**config.mk**
```make
export PLATFORM = sky130hd
export DESIGN_NAME = hid_ps2_encoder
export DESIGN_NICKNAME = d
export VERILOG_FILES = /design/src/rtl/hid_ps2_pkg.sv /design/src/rtl/hid_ps2_lut.sv /design/src/rtl/hid_ps2_encoder.sv
export SDC_FILE = /design/constraint.sdc
export NUM_CORES = 1
export LEC_CHECK = 0
export BUFFER_PORTS_ARGS = -buffer_cell sky130_fd_sc_hd__buf_4
export CORE_MARGIN = 10
export CORE_UTILIZATION = 30
export DETAILED_ROUTE_END_ITERATION = 6
export PLACE_DENSITY_LB_ADDON = 0.15
export SYNTH_ARGS = -nofsm -noshare
export SYNTH_HDL_FRONTEND = slang
export SYNTH_SLANG_ARGS = --single-unit
```
**constraint.sdc**
```tcl
create_clock -name clk -period 7.55 [get_ports clk]
set_clock_uncertainty 0.05 [all_clocks]
set_input_delay 1.51 -clock clk [delete_from_list [all_inputs] [get_ports clk]]
set_output_delay 1.51 -clock clk [all_outputs]
set_load 0.005 [all_outputs]
```
**src/rtl/hid_ps2_pkg.sv**
```systemverilog
// hid_ps2_pkg: shared FSM encoding, report layout, gap default and modifier
// scan codes for the HID boot-report to PS/2 set-2 encoder.
package hid_ps2_pkg;
    typedef enum logic [2:0] {IDLE, BRK_SCAN, MK_SCAN, EMIT_E0, EMIT_F0, EMIT_CODE, GAP, COMMIT} state_e;
    localparam int GAP_CYCLES_DEFAULT = 16;
    typedef struct packed {
        logic       ext;
        logic [7:0] code;
    } ps2_code_t;
    typedef struct packed {
        logic [7:0]      mods;
        logic [5:0][7:0] keys;
    } report_t;
    // {ext, code} per modifier bit, listed RGUI (bit7) down to LCtrl (bit0)
    localparam logic [7:0][8:0] MOD_CODES = {9'h127, 9'h111, 9'h059, 9'h114, 9'h11F, 9'h011, 9'h012, 9'h014};
endpackage

```
**src/rtl/hid_ps2_lut.sv**
```systemverilog
// hid_ps2_lut: maps a modifier index or HID usage to a set-2 make code plus
// E0 flag; a code of 0x00 marks an unmapped usage.
module hid_ps2_lut
    import hid_ps2_pkg::*;
(
    input  logic       is_mod_i,
    input  logic [7:0] usage_i,
    output ps2_code_t  code_o
);
    logic [8:0] key;
    always_comb begin
        case (usage_i)
            8'h04: key = 9'h01C;  8'h05: key = 9'h032;  8'h06: key = 9'h021;  8'h07: key = 9'h023;
            8'h08: key = 9'h024;  8'h09: key = 9'h02B;  8'h0A: key = 9'h034;  8'h0B: key = 9'h033;
            8'h0C: key = 9'h043;  8'h0D: key = 9'h03B;  8'h0E: key = 9'h042;  8'h0F: key = 9'h04B;
            8'h10: key = 9'h03A;  8'h11: key = 9'h031;  8'h12: key = 9'h044;  8'h13: key = 9'h04D;
            8'h14: key = 9'h015;  8'h15: key = 9'h02D;  8'h16: key = 9'h01B;  8'h17: key = 9'h02C;
            8'h18: key = 9'h03C;  8'h19: key = 9'h02A;  8'h1A: key = 9'h01D;  8'h1B: key = 9'h022;
            8'h1C: key = 9'h035;  8'h1D: key = 9'h01A;  8'h1E: key = 9'h016;  8'h1F: key = 9'h01E;
            8'h20: key = 9'h026;  8'h21: key = 9'h025;  8'h22: key = 9'h02E;  8'h23: key = 9'h036;
            8'h24: key = 9'h03D;  8'h25: key = 9'h03E;  8'h26: key = 9'h046;  8'h27: key = 9'h045;
            8'h28: key = 9'h05A;  8'h29: key = 9'h076;  8'h2A: key = 9'h066;  8'h2B: key = 9'h00D;
            8'h2C: key = 9'h029;  8'h2D: key = 9'h04E;  8'h2E: key = 9'h055;  8'h2F: key = 9'h054;
            8'h30: key = 9'h05B;  8'h31: key = 9'h05D;  8'h32: key = 9'h05D;  8'h33: key = 9'h04C;
            8'h34: key = 9'h052;  8'h35: key = 9'h00E;  8'h36: key = 9'h041;  8'h37: key = 9'h049;
            8'h38: key = 9'h04A;  8'h39: key = 9'h058;  8'h3A: key = 9'h005;  8'h3B: key = 9'h006;
            8'h3C: key = 9'h004;  8'h3D: key = 9'h00C;  8'h3E: key = 9'h003;  8'h3F: key = 9'h00B;
            8'h40: key = 9'h083;  8'h41: key = 9'h00A;  8'h42: key = 9'h001;  8'h43: key = 9'h009;
            8'h44: key = 9'h078;  8'h45: key = 9'h007;  8'h46: key = 9'h17C;  8'h47: key = 9'h07E;
            8'h49: key = 9'h170;  8'h4A: key = 9'h16C;  8'h4B: key = 9'h17D;  8'h4C: key = 9'h171;
            8'h4D: key = 9'h169;  8'h4E: key = 9'h17A;  8'h4F: key = 9'h174;  8'h50: key = 9'h16B;
            8'h51: key = 9'h172;  8'h52: key = 9'h175;  8'h53: key = 9'h077;  8'h54: key = 9'h14A;
            8'h55: key = 9'h07C;  8'h56: key = 9'h07B;  8'h57: key = 9'h079;  8'h58: key = 9'h15A;
            8'h59: key = 9'h069;  8'h5A: key = 9'h072;  8'h5B: key = 9'h07A;  8'h5C: key = 9'h06B;
            8'h5D: key = 9'h073;  8'h5E: key = 9'h074;  8'h5F: key = 9'h06C;  8'h60: key = 9'h075;
            8'h61: key = 9'h07D;  8'h62: key = 9'h070;  8'h63: key = 9'h071;  8'h64: key = 9'h061;
            8'h65: key = 9'h12F;
            default: key = 9'h000;
        endcase
    end
    assign code_o = ps2_code_t'(is_mod_i ? MOD_CODES[usage_i[2:0]] : key);
endmodule

```
**src/rtl/hid_ps2_encoder.sv**
```systemverilog
// hid_ps2_encoder: diffs each new HID boot report against the previous one and
// emits PS/2 set-2 break codes then make codes, one byte per strobe with idle gaps.
module hid_ps2_encoder
    import hid_ps2_pkg::*;
#(
    parameter int GAP_CYCLES = GAP_CYCLES_DEFAULT
) (
    input  logic       clk,
    input  logic       reset,
    input  logic [7:0] kb_status,
    input  logic [7:0] kb_dat0,
    input  logic [7:0] kb_dat1,
    input  logic [7:0] kb_dat2,
    input  logic [7:0] kb_dat3,
    input  logic [7:0] kb_dat4,
    input  logic [7:0] kb_dat5,
    input  logic       report_valid,
    output logic [7:0] kb_scancode,
    output logic       kb_scancode_upd,
    output logic       busy
);
    state_e      state_q, state_d, ret_q, ret_d, adv_state;
    report_t     old_q, old_d, new_q, new_d, pend_q, pend_d, in_rep, src, ref_r, oth_r;
    logic        pend_v_q, pend_v_d, brk_q, brk_d, upd_q, upd_d;
    logic [3:0]  idx_q, idx_d, adv_idx;
    logic [15:0] gap_q, gap_d;
    logic [7:0]  sc_q, sc_d, usage;
    logic        slot_mod, last, present, active, hit, key_seen;
    ps2_code_t   lut;

    assign in_rep = {kb_status, kb_dat5, kb_dat4, kb_dat3, kb_dat2, kb_dat1, kb_dat0};
    assign src = report_valid ? in_rep : pend_q;
    // break phase walks the old report looking into the new one; make phase the reverse
    assign ref_r = brk_q ? old_q : new_q;
    assign oth_r = brk_q ? new_q : old_q;
    assign slot_mod = idx_q < 4'd8;
    assign usage = slot_mod ? {5'd0, idx_q[2:0]} : ref_r.keys[idx_q[2:0]];
    assign active = slot_mod ? ref_r.mods[idx_q[2:0]] : usage != 8'h00;
    assign present = slot_mod ? oth_r.mods[idx_q[2:0]] : key_seen;
    assign hit = active && !present && lut.code != 8'h00;
    assign last = idx_q == 4'd13;
    assign adv_idx = last ? 4'd0 : idx_q + 4'd1;
    assign adv_state = last ? (brk_q ? MK_SCAN : COMMIT) : (brk_q ? BRK_SCAN : MK_SCAN);

    hid_ps2_lut u_lut (.is_mod_i(slot_mod), .usage_i(usage), .code_o(lut));

    always_comb begin
        key_seen = 1'b0;
        for (int j = 0; j < 6; j++) key_seen = key_seen | (oth_r.keys[j] == usage);
    end

    always_comb begin
        state_d = state_q;
        ret_d = ret_q;
        old_d = old_q;
        new_d = new_q;
        pend_d = pend_q;
        pend_v_d = pend_v_q;
        idx_d = idx_q;
        brk_d = brk_q;
        gap_d = gap_q;
        sc_d = sc_q;
        upd_d = 1'b0;
        if (report_valid && state_q != IDLE) begin
            pend_d = in_rep;
            pend_v_d = 1'b1;
        end
        case (state_q)
            IDLE: if (report_valid || pend_v_q) begin
                pend_v_d = 1'b0;
                if (src.keys != {6{8'h01}}) begin
                    new_d = src;
                    idx_d = 4'd0;
                    brk_d = 1'b1;
                    state_d = BRK_SCAN;
                end
            end
            BRK_SCAN, MK_SCAN: if (hit) begin
                state_d = lut.ext ? EMIT_E0 : (brk_q ? EMIT_F0 : EMIT_CODE);
            end else begin
                state_d = adv_state;
                idx_d = adv_idx;
                brk_d = brk_q && !last;
            end
            EMIT_E0, EMIT_F0, EMIT_CODE: begin
                upd_d = 1'b1;
                sc_d = state_q == EMIT_E0 ? 8'hE0 : state_q == EMIT_F0 ? 8'hF0 : lut.code;
                ret_d = state_q == EMIT_E0 ? (brk_q ? EMIT_F0 : EMIT_CODE) : state_q == EMIT_F0 ? EMIT_CODE : adv_state;
                state_d = GAP_CYCLES == 0 ? ret_d : GAP;
                gap_d = 16'd0;
                if (state_q == EMIT_CODE) begin
                    idx_d = adv_idx;
                    brk_d = brk_q && !last;
                end
            end
            GAP: begin
                gap_d = gap_q + 16'd1;
                if (gap_q == 16'(GAP_CYCLES - 1)) state_d = ret_q;
            end
            COMMIT: begin
                old_d = new_q;
                state_d = IDLE;
            end
            default: state_d = IDLE;
        endcase
    end

    always_ff @(posedge clk) begin
        if (reset) begin
            state_q <= IDLE;
            ret_q <= IDLE;
            old_q <= '0;
            new_q <= '0;
            pend_q <= '0;
            pend_v_q <= 1'b0;
            idx_q <= 4'd0;
            brk_q <= 1'b0;
            gap_q <= 16'd0;
            sc_q <= 8'h00;
            upd_q <= 1'b0;
        end else begin
            state_q <= state_d;
            ret_q <= ret_d;
            old_q <= old_d;
            new_q <= new_d;
            pend_q <= pend_d;
            pend_v_q <= pend_v_d;
            idx_q <= idx_d;
            brk_q <= brk_d;
            gap_q <= gap_d;
            sc_q <= sc_d;
            upd_q <= upd_d;
        end
    end

    assign kb_scancode = sc_q;
    assign kb_scancode_upd = upd_q;
    assign busy = state_q != IDLE;
endmodule

```
==> impl_metrics.csv <==
group,metric,value,unit
cts,cts_resized,0,
synthesis,ys_ff_latch,205,
timing,setup_tns,0,ps
placement,io_buffer_count,68,
synthesis,ys_seq_area_frac,0.327,
final_layout,fin_nets,1630,
worst_setup_path,cp_common_cell,"nor2_4",
worst_setup_path,crit_chain,"buf_4, mux2_1, a31oi_1, o22ai_2, nor2_4, inv_2, ha_1, inv_1, mux2i_1, a221oi_2, a311oi_1, o32ai_2, nand4_1, nor2_4, a21oi_1, or3_1, a311oi_2",
drt,dr_total_vias,11500,
floorplanning,num_rows,74,
placement,pre_cts_ws,2240,ps
power_and_ir_drop,ir_drop,166,uV
grt,grt_overflow,0,
timing,max_freq,186,MHz
cts,post_cts_buffers,0,
synthesis,synthCells,1568,
power_and_ir_drop,p_seq_frac,0.368,
final_layout,drive_gt1_frac,0.116,
floorplanning,chipWidth,224,um
synthesis,synth_nets,1644,
drt,route.detailed.drc,0,
timing,hold_violations,0,
power_and_ir_drop,switching_power,1.34,mW
cts,cts.sinks,205,
synthesis,synth-edff-count,0,
synthesis,synth_commonest_cells,"nand2_1 (283), dfxtp_1 (205), a21oi_1 (171)",
cts,cts_max_path_buffers,3,
worst_setup_path,r2r_slack,2170,ps
power_and_ir_drop,p_leak,4.89,nW
worst_setup_path,cp_top_family,"compound AO/OA/AOI/OAI gates",
worst_setup_path,cp.arrival,5800,ps
drt,wl_per_cell,20.7,um
power_and_ir_drop,power_density,262,nW/um^2
timing,max_slew.worst_pin.slew,1280,ps
synthesis,ys.warnings.count,0,
worst_setup_path,crit_path_top_delay_cell,"dfxtp_4",
floorplanning,die_area,50300,um^2
floorplanning,coreArea,41100,um^2
synthesis,yosys.area.top_type_share,0.327,
worst_hold_path,hold_path.class,"reg -> reg",
worst_setup_path,cp_slowest_stage_delay,810,ps
worst_setup_path,r2r-end,"state_q[1]",
drt,dr.pass1.iters,5,
grt,grt_usage,0.168,
floorplanning,initial_core_util,0.305,
timing,rsz0062_at_grt,"false",
timing,finalMaxSlewViolations,0,
synthesis,synth_area_leaders,"dfxtp_1 (33%), mux2i_1 (11%), nand2_1 (8.5%), a21oi_1 (6.8%), a211oi_1 (4.5%)",
worst_setup_path,crit_path_end,"state_q[1]",
outcome,status,"finished clean",
cts,cts_buffers,26,
timing,finalCritPeriodShare,0.712,
drt,drtIter0Drc,790,
worst_setup_path,worst-path-stages,17,
grt,grt_pass1_wl,68.0,mm
timing,period_minus_slack,5380,ps
worst_setup_path,startpoint,"brk_q",
drt,ant_nets,0,
placement,gp_congestion,0.882,
power_and_ir_drop,p_sw_frac,0.362,
floorplanning,chipHeight,224,um
run,cap_violations,0,
placement,hpwl,30.8,mm
cts,cts_root_buf,"clkbuf_16",
timing,relSlewSlack,0.149,
grt,grt_start_max_net_pins,90,
worst_setup_path,worstSetupEndpointType,"flip-flop",
synthesis,synth_top_cell_by_area,"dfxtp_1",
cts,ctsHtreeMaxLevel,1,
final_layout,diodes,0,
final_layout,layout-area-overhead-vs-synth,12.8,%
worst_setup_path,reg2reg_from,"brk_q",
power_and_ir_drop,p_clk_frac,0.333,
worst_setup_path,start_kind,"flip-flop",
cts,clk_latency,550,ps
synthesis,async_flop_share,0,
synthesis,synth_cell_types,94,
synthesis,yosysMostFrequentCell,"nand2_1",
synthesis,avgSynthCellArea,7.99,um^2
cts,holdBufCountCts,0,
synthesis,netlist_area,12500,um^2
worst_setup_path,cp_max_fo,48,
worst_setup_path,crit_required,7970,ps
timing,fin_ws,2170,ps
grt,antenna_found_initial,0,
floorplanning,ioPinCount,69,
timing,finalSetupViolCount,0,
worst_setup_path,worstSetupPathType,"reg -> reg",
cts,clk_pin_slew,60,ps
worst_setup_path,worst_r2r_path_depth,17,
drt,routed_wl,43.5,mm
final_layout,fillers,4405,
power_and_ir_drop,pwr-share-comb,0.299,
power_and_ir_drop,intPower,2.36,mW
synthesis,ys.flop_type,"dfxtp_1",
grt,grt_pass1_vias,11200,
worst_setup_path,crit_buf_inv,3,
cts,cts_tree,"built",
drt,via_per_inst,5.49,
-- sequential cells by signal, summed over array words and instances (netlist names) --
register and cells:
old_q 56, pend_v_q 1, kb_scancode 8, idx_q 4, brk_q 1, pend_q 56
ret_q 3, state_q 3, gap_q 16, new_q 56, kb_scancode_upd 1
-- area by class of cell --
cell class,count,area [um^2],area share
timing repair buffer,86,662,0.0468
clock inverter,7,91.3,0.00646
multi-input combinational,1221,7790,0.551
clock buffer,37,762,0.0539
sequential,205,4110,0.291
inverter,14,60.1,0.00425
tap,532,666,0.0471
-- layout by cell type, fill, tap and decap left out, types with 20 or more instances in the layout --
cell,netlist,routed
nor4_1,20,20
o21ai_0,34,34
a31oi_1,22,21
clkbuf_16,0,26
nand3_1,28,27
xnor2_1,27,27
nand2_1,283,282
dfxtp_1,205,204
nor3_1,21,21
nor2_1,128,128
buf_4,8,84
a211oi_1,75,75
mux2i_1,141,141
a21oi_1,171,171
-- logic make-up (layout without fill, tap and decap cells) --
kind of cell	Yosys count	in the layout	synth area share
multiplexers	153	153	0.129
AND/OR/NAND/NOR	582	582	0.213
AO/OA/AOI/OAI	431	431	0.234
buffers and inverters	142	144	0.0527
adder cells (fa/ha/maj)	17	17	0.0170
XOR/XNOR	38	38	0.0266
flip-flops	205	205	0.327
-- worst min-delay path: stages (launching register included) --
cell     delay, ps
dfxtp_1        310
nand2_1         50
a21oi_1         50
-- how the worst min path moves through the flow --
stage,cells past startpoint,from,end
after CTS,2,pend_q[55],pend_q[55]
after detailed placement,2,pend_q[55],pend_q[55]
after global placement,2,pend_q[54],pend_q[54]
after global routing,2,pend_q[54],pend_q[54]
final,2,pend_q[55],pend_q[55]
after floorplan,1,pend_v_q,pend_v_q
-- metrics by stage --
step,power (mW),cell area (um^2),std cells,hold WS [ps],utilization
2_1_floorplan,2.15,12500,1568,378,-
3_3_place_gp,2.49,13300,2058,390,0.323
3_5_place_dp,2.49,13300,2058,400,0.323
4_1_cts,3.74,14100,2102,408,0.344
5_1_grt,3.90,14100,2102,422,0.344
6_report,3.70,14100,2102,406,0.344
-- power groups by stage --
stage | combinational (mW) | sequential (mW) | clock (mW)
after global placement | 1.10 | 1.38 | 0
after global routing | 1.21 | 1.38 | 1.31
after floorplan | 0.867 | 1.28 | 0
after detailed placement | 1.10 | 1.39 | 0
after CTS | 1.11 | 1.36 | 1.27
final | 1.11 | 1.36 | 1.23
-- metal layers --
layer  GRT usage  routed length, um  up-vias
li1            -                  -     5684
met1       0.240              21200     5459
met2       0.259              19000      316
met3      0.0242               2230       71
met4      0.0469               1080        0
met5           0                  0        -
No activity file was read; power rests on OpenSTA's default activity.
